[src/rtl/data_inf_rr_arbiter.sv]
// Round-robin arbiter: NUM valid/ready upstream streams share one downstream stream.
// A grant lasts up to QUANTUM beats, and the output goes through a single register slice.
module data_inf_rr_arbiter #(
  parameter int NUM     = 5,
  parameter int DSIZE   = 10,
  parameter int QUANTUM = 4
) (
  input  logic                          clock,
  input  logic                          rst_n,
  input  logic [NUM-1:0]                s_inf_valid,
  input  logic [NUM-1:0][DSIZE-1:0]     s_inf_data,
  output logic [NUM-1:0]                s_inf_ready,
  output logic                          m_inf_valid,
  output logic [DSIZE-1:0]              m_inf_data,
  input  logic                          m_inf_ready,
  output logic [$clog2(NUM)-1:0]        curr_sel,
  output logic                          busy
);

  // state | meaning
  // IDLE  | no owner; scan requesters starting at ptr (one bubble cycle)
  // GRANT | sel owns the slice until QUANTUM beats or its valid drops

  localparam int SW = $clog2(NUM);
  localparam int CW = (QUANTUM > 1) ? $clog2(QUANTUM) : 1;

  typedef enum logic {IDLE, GRANT} state_t;

  state_t           state, state_nx;
  logic [SW-1:0]    sel, sel_nx, ptr, ptr_nx, win_idx, sel_inc;
  logic [CW-1:0]    cnt, cnt_nx;
  logic             m_valid, m_valid_nx;
  logic [DSIZE-1:0] m_data, m_data_nx;
  logic             win_found, load_en, sel_valid, xfer, last_beat;
  logic [SW:0]      cand;

  assign load_en   = !m_valid || m_inf_ready;
  assign sel_valid = s_inf_valid[sel];
  assign sel_inc   = (sel == SW'(NUM - 1)) ? '0 : sel + 1'b1;
  assign last_beat = (cnt == CW'(QUANTUM - 1));

  // First valid requester at or after ptr, wrapping modulo NUM.
  always_comb begin
    win_found = 1'b0;
    win_idx   = '0;
    cand      = '0;
    for (int i = 0; i < NUM; i++) begin
      cand = {1'b0, ptr} + (SW+1)'(i);
      if (cand >= (SW+1)'(NUM)) cand = cand - (SW+1)'(NUM);
      if (!win_found && s_inf_valid[cand[SW-1:0]]) begin
        win_found = 1'b1;
        win_idx   = cand[SW-1:0];
      end
    end
  end

  always_comb begin
    state_nx    = state;
    sel_nx      = sel;
    ptr_nx      = ptr;
    cnt_nx      = cnt;
    m_valid_nx  = m_valid;
    m_data_nx   = m_data;
    s_inf_ready = '0;
    xfer        = 1'b0;
    case (state)
      IDLE: begin
        if (win_found) begin
          state_nx = GRANT;
          sel_nx   = win_idx;
          cnt_nx   = '0;
        end
      end
      GRANT: begin
        s_inf_ready[sel] = load_en;
        xfer             = sel_valid && load_en;
        if (xfer) cnt_nx = cnt + 1'b1;
        // A dropped valid releases even under backpressure; nothing was handshaked.
        if (!sel_valid || (xfer && last_beat)) begin
          state_nx = IDLE;
          ptr_nx   = sel_inc;
          cnt_nx   = '0;
        end
      end
      default: state_nx = IDLE;
    endcase
    if (xfer) begin
      m_valid_nx = 1'b1;
      m_data_nx  = s_inf_data[sel];
    end else if (m_inf_ready) begin
      m_valid_nx = 1'b0;
    end
  end

  always_ff @(posedge clock or negedge rst_n) begin
    if (!rst_n) begin
      state   <= IDLE;
      sel     <= '0;
      ptr     <= '0;
      cnt     <= '0;
      m_valid <= 1'b0;
      m_data  <= '0;
    end else begin
      state   <= state_nx;
      sel     <= sel_nx;
      ptr     <= ptr_nx;
      cnt     <= cnt_nx;
      m_valid <= m_valid_nx;
      m_data  <= m_data_nx;
    end
  end

  assign m_inf_valid = m_valid;
  assign m_inf_data  = m_data;
  assign busy        = (state == GRANT);
  assign curr_sel    = busy ? sel : '0;

endmodule

[config.mk]
export PLATFORM = sky130hd
export DESIGN_NAME = data_inf_rr_arbiter
export DESIGN_NICKNAME = d
export VERILOG_FILES = /design/src/rtl/data_inf_rr_arbiter.sv
export SDC_FILE = /design/constraint.sdc
export NUM_CORES = 1
export LEC_CHECK = 0
export BUFFER_PORTS_ARGS = -buffer_cell sky130_fd_sc_hd__buf_4
export CORE_MARGIN = 2
export CORE_UTILIZATION = 47
export DETAILED_ROUTE_END_ITERATION = 8
export PLACE_DENSITY = 0.78
export SYNTH_ARGS = -nofsm -noshare
export SYNTH_HDL_FRONTEND = slang
export SYNTH_SLANG_ARGS = --single-unit
[constraint.sdc]
create_clock -name clock -period 2.85 [get_ports clock]
set_input_delay 0.285 -clock clock [delete_from_list [all_inputs] [get_ports clock]]
set_output_delay 0.285 -clock clock [all_outputs]
set_load 0.1 [all_outputs]
After elaboration in Yosys (flattened, before gate mapping)

Index checks and enable logic that the tools add are counted.

Flip-flop bits (word level): 20
Input bits: 58
Output and inout port bits: 20
Logic and storage cells: 98

Add/sub/neg operators: 11
$lt $le $gt $ge: 12
Eq/ne operators: 4
Muxes and demuxes: 44
Bitwise gates (word level): 2
Reduce and logical (&&, ||, !) cells: 19

Operators with widths:

| operator                                                           | count |
|---|---|
| two-way mux 3 bit                                                  | 12 |
| binary-select mux 10 bit (select 3 bit)                            | 1 |
| < comparator 3 x 4 -> 1 bit (second input constant)                | 6 |
| binary-select mux 1 bit (select 3 bit)                             | 6 |
| two-way mux 1 bit                                                  | 17 |
| greater-or-equal comparator 4 x 3 -> 1 bit (second input constant) | 4 |
| subtractor 3 bit (second input constant)                           | 5 |
| two-way mux 10 bit                                                 | 1 |
| adder 3 x 2 -> 4 bit (second input constant)                       | 2 |
| logical AND 1 bit                                                  | 7 |
| logical NOT 1 bit                                                  | 6 |
| two-way mux 2 bit                                                  | 3 |
| AND reduction 2 bit                                                | 3 |
| AND 5 bit                                                          | 1 |
| two-way mux 5 bit                                                  | 1 |
| adder 3 x 1 -> 4 bit (second input constant)                       | 1 |
| adder 3 x 3 -> 4 bit (second input constant)                       | 1 |
| case mux 2 bit (2 select lines)                                    | 1 |
| adder 3 x 1 -> 3 bit (second input constant)                       | 1 |
| demux 1 bit (select 3 bit)                                         | 1 |
| == test 3 bit (second input constant)                              | 1 |
| greater-or-equal comparator 3 x 1 -> 1 bit (second input constant) | 1 |
| greater-or-equal comparator 3 bit (second input constant)          | 1 |
| inequality test 3 x 1 -> 1 bit (second input constant)             | 1 |
| 7 further kinds                                                    | 8 |

Longest topological paths before layout

Gate-level depths: netlist of the first run.

Word-level depth: 19
Depth in mapped cells: 14
Depth with buffers taken out: 12

Least setup slack after synthesis of the first run

OpenSTA, ideal clock, no wires.

Path type: flip-flop to output port
From: reg state, in the netlist busy
To: out s_inf_ready[0]
Arrival time: 4.270 ns
Required time: 2.565 ns
Setup slack: -1.705 ns
Cell stages (with the launch flop): 4
Buffers on the path: 1
Cell sequence: dfrtp_1 -> clkbuf_1 -> nand2_1 -> nor4_1

Cells in the longest elaborated chain, start to end: 1

RTL lines:

| element                | RTL line | source |
|---|---|---|
| start, declared        | 29       | `state_t state, state_nx;` |
| start signal, assigned | 104      | `state <= state_nx;` |
| two-way mux 5 bit      | 66       | `case (state)` |
| end, declared          | 12       | `output logic [NUM-1:0] s_inf_ready,` |

Every way passes these cells.

Worst setup path after layout of the first run

From: reg ptr[0]
To: reg sel[2]

Cells in the longest elaborated chain, start to end: 18
Elaborated cells between the ends (all ways): 48
Those cells by class: add/sub (9); order compare (5); mux (25); reduce/logical (9)

RTL lines:

| element                                                                       | RTL line | source |
|---|---|---|
| start, declared                                                               | 30       | `logic [SW-1:0] sel, sel_nx, ptr, ptr_nx, win_idx, sel_inc;` |
| start signal, assigned                                                        | 106      | `ptr <= ptr_nx;` |
| parallel branches: the longest is 18 deep, another holds adder 3 x 1 -> 4 bit | --       |  |
| end signal, assigned                                                          | 105      | `sel <= sel_nx;` |
| end, declared                                                                 | 30       |  |

Several ways; the timed one is not identified. The select of a mux whose other input is x is not followed.
A chain may end at the register's enable or synchronous reset.

==> flow_summary_export.csv, run 1 <==
group,metric,value,unit
timing,worst_pin_slew,0.662,ns
global_route,grt.overflow.total,0,
timing,min_period_over_period,104,%
route,vias,2659,
yosys,synth_area,2440,sq um
finish,final_common_cell,"buf_4",
yosys,ys_warn_count,0,
finish,layout_common_cells,"buf_4, nand2_1, nor2_1, dfrtp_1, o21ai_0",
worst_setup_path,critPathMaxStageDelay,0.58,ns
finish,fin_nets,455,
run_status,run_status,"finished with violations",
worst_setup_path,crit_type,"register to register",
timing,setup_slack,-0.127,ns
worst_setup_path,start_kind,"register",
floorplan,ios,78,
placed_design,place_ws,-0.0846,ns
yosys,yosysSeqAreaShare,20.5,%
yosys,synthCells,280,
yosys,syn_nets,350,
route,drt_iter0_drc,170,
timing,tns,-0.615,ns
route,drt-total-wl,8060,um
global_route,grtUsageTotal,26.3,%
route,ant_nets,0,
worst_setup_path,crit_family,"compound AO/OA/AOI/OAI gates",
timing,finalSetupViolCount,6,
hold_path,hp-class,"input port to register",
floorplan,num_rows,26,
run_status,violations,"negative setup slack",
clock_tree,cts.htree.levels,1,
route,firstDrtPassIters,5,
clock_tree,cts.path.max_buffers,2,
worst_setup_path,path_buf_inv,5,
job,maxCapViolCount,0,
yosys,ys_top_cells_by_area,"dfrtp_1, mux4_2, ha_1",
finish,seqCellArea,503,sq um
floorplan,fp.dieH,76.0,um
finish,diodes,0,
global_route,antenna_found_initial,0,
worst_setup_path,crit_path_max_fanout,6,
clock_tree,clk_pin_slew_worst_paths,0.08,ns
clock_tree,clock_latency,0.26,ns
yosys,synth_seq_cells,20,
route,drc,0,
finish,fill_cells,389,
floorplan,floorplan.initialDensity,48.4,%
worst_setup_path,required,3.03,ns
timing,hold_viol_final,0,
yosys,synth_ff_type,"dfrtp_1",
worst_setup_path,path_common_cell,"buf_6",
global_route,grt_max_degree,21,
timing,skew,0.00808,ns
worst_setup_path,crit_arrival,3.16,ns
global_route,grt_pass1_wl,12400,um
route,via_per_inst,5.86,
floorplan,core-area,5040,sq um
clock_tree,clkSinkCount,20,
timing,period_minus_slack,2.98,ns
timing,rsz0062_at_grt,"yes",
floorplan,die_w,76.0,um
yosys,synth_top_area_cell,"dfrtp_1",
placed_design,dp_hpwl,5920,um
yosys,syn_avg_cell_area,8.71,sq um
clock_tree,cts_made_buffers,3,
worst_setup_path,end_kind,"register",
worst_setup_path,critPathSlowestCell,"fa_2",
finish,syn_to_final_growth,49.8,%
timing,slew_viol_final,0,
placed_design,port_buffers,77,
route,wire_per_inst,17.7,um
global_route,grt_pass1_vias,2511,
placed_design,gp_congestion,0.916,
timing,relSlewSlack,55.4,%
yosys,synth-async-reset-ratio,100,%
worst_setup_path,path_cells,"inv_4 > ha_4 > inv_2 > fa_2 > mux2i_1 > o22ai_1 > a41oi_2 > o211ai_1 > buf_4 > nor3_4 > buf_6 > a31oi_4 > buf_6 > a31oi_1",
timing,clock.fmax,336,MHz
finish,multiInputGateArea,2000,sq um
floorplan,dieArea,5780,sq um
yosys,synth_top_cell_area_share,20.5,%
clock_tree,root_buffer,"clkbuf_8",
yosys,yosysUniqueCellTypes,69,
yosys,synth_edf_count,0,
finish,drive_gt1_share,49.7,%
clock_tree,tritoncts,"done",
[cell usage after synthesis (3+ instances only)]
cell type / instances
a21oi_1: 9
a22oi_1: 12
buf_2: 8
mux2i_1: 10
o22ai_1: 3
nand3_1: 4
nand2_1: 32
nor4_1: 5
dfrtp_1: 20
clkbuf_1: 12
o31ai_1: 4
xnor2_1: 4
mux4_2: 12
a211oi_1: 4
nor2_1: 22
o21ai_0: 19
and2_1: 4
a31oi_1: 6
nor2b_1: 7
ha_1: 11
nand2b_1: 8
mux2_2: 3
inv_1: 7
[layout make-up]
class                           instances  area share (%)
Clock buffer                            4            1.51
Inverter                                9           0.993
Multi-Input combinational cell        226            54.7
Sequential cell                        20            13.8
Tap cell                               70            2.40
Timing Repair Buffer                  125            26.6
[kinds of logic (layout without fill, tap and decap cells)]
group / count (synthesis) / in the layout / share of synthesized area [%]
buf+inv: 34 / 138 / 6.46
simple gates: 95 / 95 / 19.8
mux: 27 / 27 / 17.6
xor+xnor: 5 / 5 / 2.10
fa+ha+maj: 12 / 12 / 6.46
flops: 20 / 20 / 20.5
compound gates: 87 / 87 / 27.0
[worst register-to-register path: stages, from the launching register on]
cell      delay, ns
dfrtp_2        0.45
inv_4          0.07
ha_4           0.13
inv_2          0.04
fa_2           0.58
mux2i_1        0.20
o22ai_1        0.12
a41oi_2        0.20
o211ai_1       0.16
buf_4          0.19
nor3_4         0.17
buf_6          0.13
a31oi_4        0.13
buf_6          0.16
a31oi_1        0.17
[flip-flops by register name, indices dropped and copies added, names as in the netlist]
register,flops
sel,3
ptr,3
cnt,2
m_inf_data,10
busy,1
m_inf_valid,1
[metal layers]
metal	GRT usage, %	part of all wire [%]
met1	31.0	39
met2	47.2	52
met3	6.75	7.6
met4	8.00	1.7
met5	0	0
[path summary, 6_finish.rpt]
check / start / to / slack, ns / depth (start not counted)
min: s_inf_data[40] / m_inf_data[0] / 0.34 / 3
max reg2reg: ptr[0] / sel[2] / -0.13 / 14
max: ptr[0] / sel[2] / -0.13 / 14
min reg2reg: m_inf_data[2] / m_inf_data[2] / 0.49 / 2
max in group asynchronous: rst_n / ptr[0] / 2.18 / 2
min in group asynchronous: rst_n / m_inf_valid / 0.44 / 2
[metrics by stage]
| step | hold WS (ns) | util [%] | area, sq um | cells |
|---|---|---|---|---|
| 2_1_floorplan | -0.0106 | - | 2540 | 280 |
| 3_3_place_gp | 0.177 | 66.4 | 3350 | 440 |
| 3_5_place_dp | 0.178 | 66.4 | 3350 | 440 |
| 4_1_cts | 0.338 | 68.3 | 3440 | 446 |
| 5_1_grt | 0.356 | 72.4 | 3650 | 454 |
| 6_report | 0.342 | 72.4 | 3650 | 454 |
[what timing repair did]
item / 4_1_cts / 5_1_grt
buffers inserted: 1 / 9
hold buffers: 1 / 0
endpoints found under the setup margin: 4 / 6
endpoints found under the hold margin: 20 / 0
gates resized for setup: 8 / 34
pin swaps: 1 / 14
Power of run 1 is left out: the tool's default activity adds up to more than one toggle a clock period on the data nets, which glitch-free logic cannot reach.
==> inputs of run 2 (changes only) <==
==> constraint.sdc (replaced) <==
create_clock -name clock -period 2.85 [get_ports clock]
set_input_delay 0.285 -clock clock [delete_from_list [all_inputs] [get_ports clock]]
set_output_delay 0.285 -clock clock [all_outputs]
set_load 0.01 [all_outputs]
==> flow_summary_export.csv, run 2 (synthesis results as in run 1) <==
group,metric,value,unit
route,wire_per_inst,17.6,um
timing,setup_slack,-0.116,ns
global_route,grt_pass1_wl,13500,um
worst_setup_path,crit_path_max_fanout,9,
timing,hold_viol_final,0,
finish,largest_reg_flops,10,
floorplan,floorplan.initialDensity,48.4,%
placed_design,dpl.cell_count,442,
floorplan,die_w,76.0,um
clock_tree,clk_pin_slew_worst_paths,0.08,ns
worst_setup_path,critPathMaxStageDelay,0.45,ns
floorplan,fp.dieH,76.0,um
finish,diodes,0,
worst_setup_path,path_buf_inv,4,
timing,period_minus_slack,2.97,ns
timing,relSlewSlack,53.5,%
clock_tree,tritoncts,"done",
worst_setup_path,crit_type,"register to register",
worst_setup_path,crit_cells,12,
finish,fin_nets,459,
finish,fill_cells,394,
route,vias,2729,
worst_setup_path,critPathSlowestCell,"dfrtp_2",
placed_design,dp_hpwl,6190,um
route,via_per_inst,5.96,
timing,slew_viol_final,0,
worst_setup_path,crit_family,"compound AO/OA/AOI/OAI gates",
timing,min_period_over_period,104,%
finish,syn_to_final_growth,44.6,%
global_route,grt_max_degree,22,
power_and_ir_drop,p_leak,0.00160,uW
route,drt-total-wl,8080,um
global_route,grtUsageTotal,28.8,%
clock_tree,clkSinkCount,20,
clock_tree,root_buffer,"clkbuf_8",
finish,fin_cells,458,
worst_setup_path,path_common_cell,"buf_4",
worst_setup_path,reg2reg_depth,12,
floorplan,ios,78,
finish,layout_common_cells,"buf_4, nand2_1, nor2_1",
run_status,run_status,"finished with violations",
global_route,antenna_found_initial,0,
run_status,violations,"negative setup slack",
placed_design,port_buffers,77,
worst_setup_path,end_kind,"register",
timing,clock.fmax,337,MHz
floorplan,core-area,5040,sq um
worst_setup_path,path_cells,"buf_4 > ha_1 > buf_12 > a211oi_1 > o22a_1 > nor3_4 > a211o_1 > buf_4 > buf_4 > o32ai_2 > o21bai_1 > a31oi_1",
timing,finalSetupViolCount,5,
floorplan,num_rows,26,
timing,rsz0062_at_grt,"yes",
route,firstDrtPassIters,5,
route,ant_nets,0,
timing,skew,0.00892,ns
floorplan,dieArea,5780,sq um
timing,worst_pin_slew,0.691,ns
timing,tns,-0.366,ns
clock_tree,cts.path.max_buffers,2,
global_route,grt_pass1_vias,2790,
clock_tree,cts_made_buffers,3,
job,maxCapViolCount,0,
finish,final_common_cell,"buf_4",
hold_path,whs_path_depth,3,
route,drc,0,
clock_tree,cts.htree.levels,1,
power_and_ir_drop,ir_worst_vdd,1180,uV
hold_path,hp-class,"input port to register",
finish,drive_gt1_share,44.8,%
worst_setup_path,required,3.03,ns
power_and_ir_drop,p_per_area,1580,nW/um^2
worst_setup_path,crit_arrival,3.15,ns
worst_setup_path,start_kind,"register",
placed_design,gp_congestion,0.955,
power_and_ir_drop,total_power,5570,uW
global_route,grt.overflow.total,0,
clock_tree,clock_latency,0.27,ns
route,drt_iter0_drc,154,
run 2: cell count changes in the layout (fill, tap and decap cells not counted), sizes merged:
cell / change
buf: +4
run 2: report_power, final:
part,internal [uW],switching (uW)
logic,2380,2400
registers,413,153
clock network,123,102
total,2910,2650
run 2: final timing paths:
| check | slack, ns | endpoint | start |
|---|---|---|---|
| setup / recovery | -0.12 | sel[1] | ptr[1] |
| setup reg to reg | -0.12 | sel[1] | ptr[1] |
| hold / removal | 0.33 | m_inf_data[8] | s_inf_data[48] |
| min in group asynchronous | 0.45 | m_inf_data[1] | rst_n |
| hold reg to reg | 0.49 | m_inf_data[9] | m_inf_data[9] |
| max in group asynchronous | 2.17 | ptr[1] | rst_n |
run 2: layer usage:
| layer | vias up | wire [um] | global-route usage, % | part of all wire (%) |
|---|---|---|---|---|
| met5 | - | 0 | 0 | 0 |
| met4 | 0 | 180 | 9.09 | 2.2 |
| met3 | 19 | 789 | 5.21 | 9.8 |
| met2 | 151 | 3950 | 52.2 | 49 |
| met1 | 1289 | 3150 | 34.8 | 39 |
| li1 | 1270 | - | - | - |
run 2: repair_timing:
action | in CTS | in global routing
hold buffers | 1 | 0
setup endpoints to repair | 6 | 6
pin swaps | 6 | 9
setup buffers | 8 | 3
gates cloned | 0 | 0
resized for setup | 6 | 8
endpoints found under the hold margin | 20 | 0
run 2: worst min-delay path: cells and delay by family:
kind / cells / cell delay, ns
AOI/OAI and AO/OA: 2 / 0.19
buffers and inverters: 1 / 0.08
run 2: final cells by class:
class	instances	area, sq um	share of cell area [%]
clock buffer	4	55.1	1.56
inverter	9	36.3	1.03
multi-input combinational	226	1860	52.6
sequential	20	502	14.2
tap	70	87.6	2.48
timing repair buffer	129	991	28.1
run 2: through the flow:
step / cell area [sq um] / util (%) / hold WS (ns) / setup WS [ns]
final: 3530 / 70.0 / 0.334 / -0.116
after CTS: 3470 / 68.9 / 0.335 / -0.0860
after detailed placement: 3320 / 65.9 / 0.184 / -0.134
after global routing: 3530 / 70.0 / 0.354 / -0.229
after floorplan: 2480 / - / -0.0106 / -0.207
after global placement: 3320 / 65.9 / 0.181 / -0.0236
(Power assumes the default switching activity.)
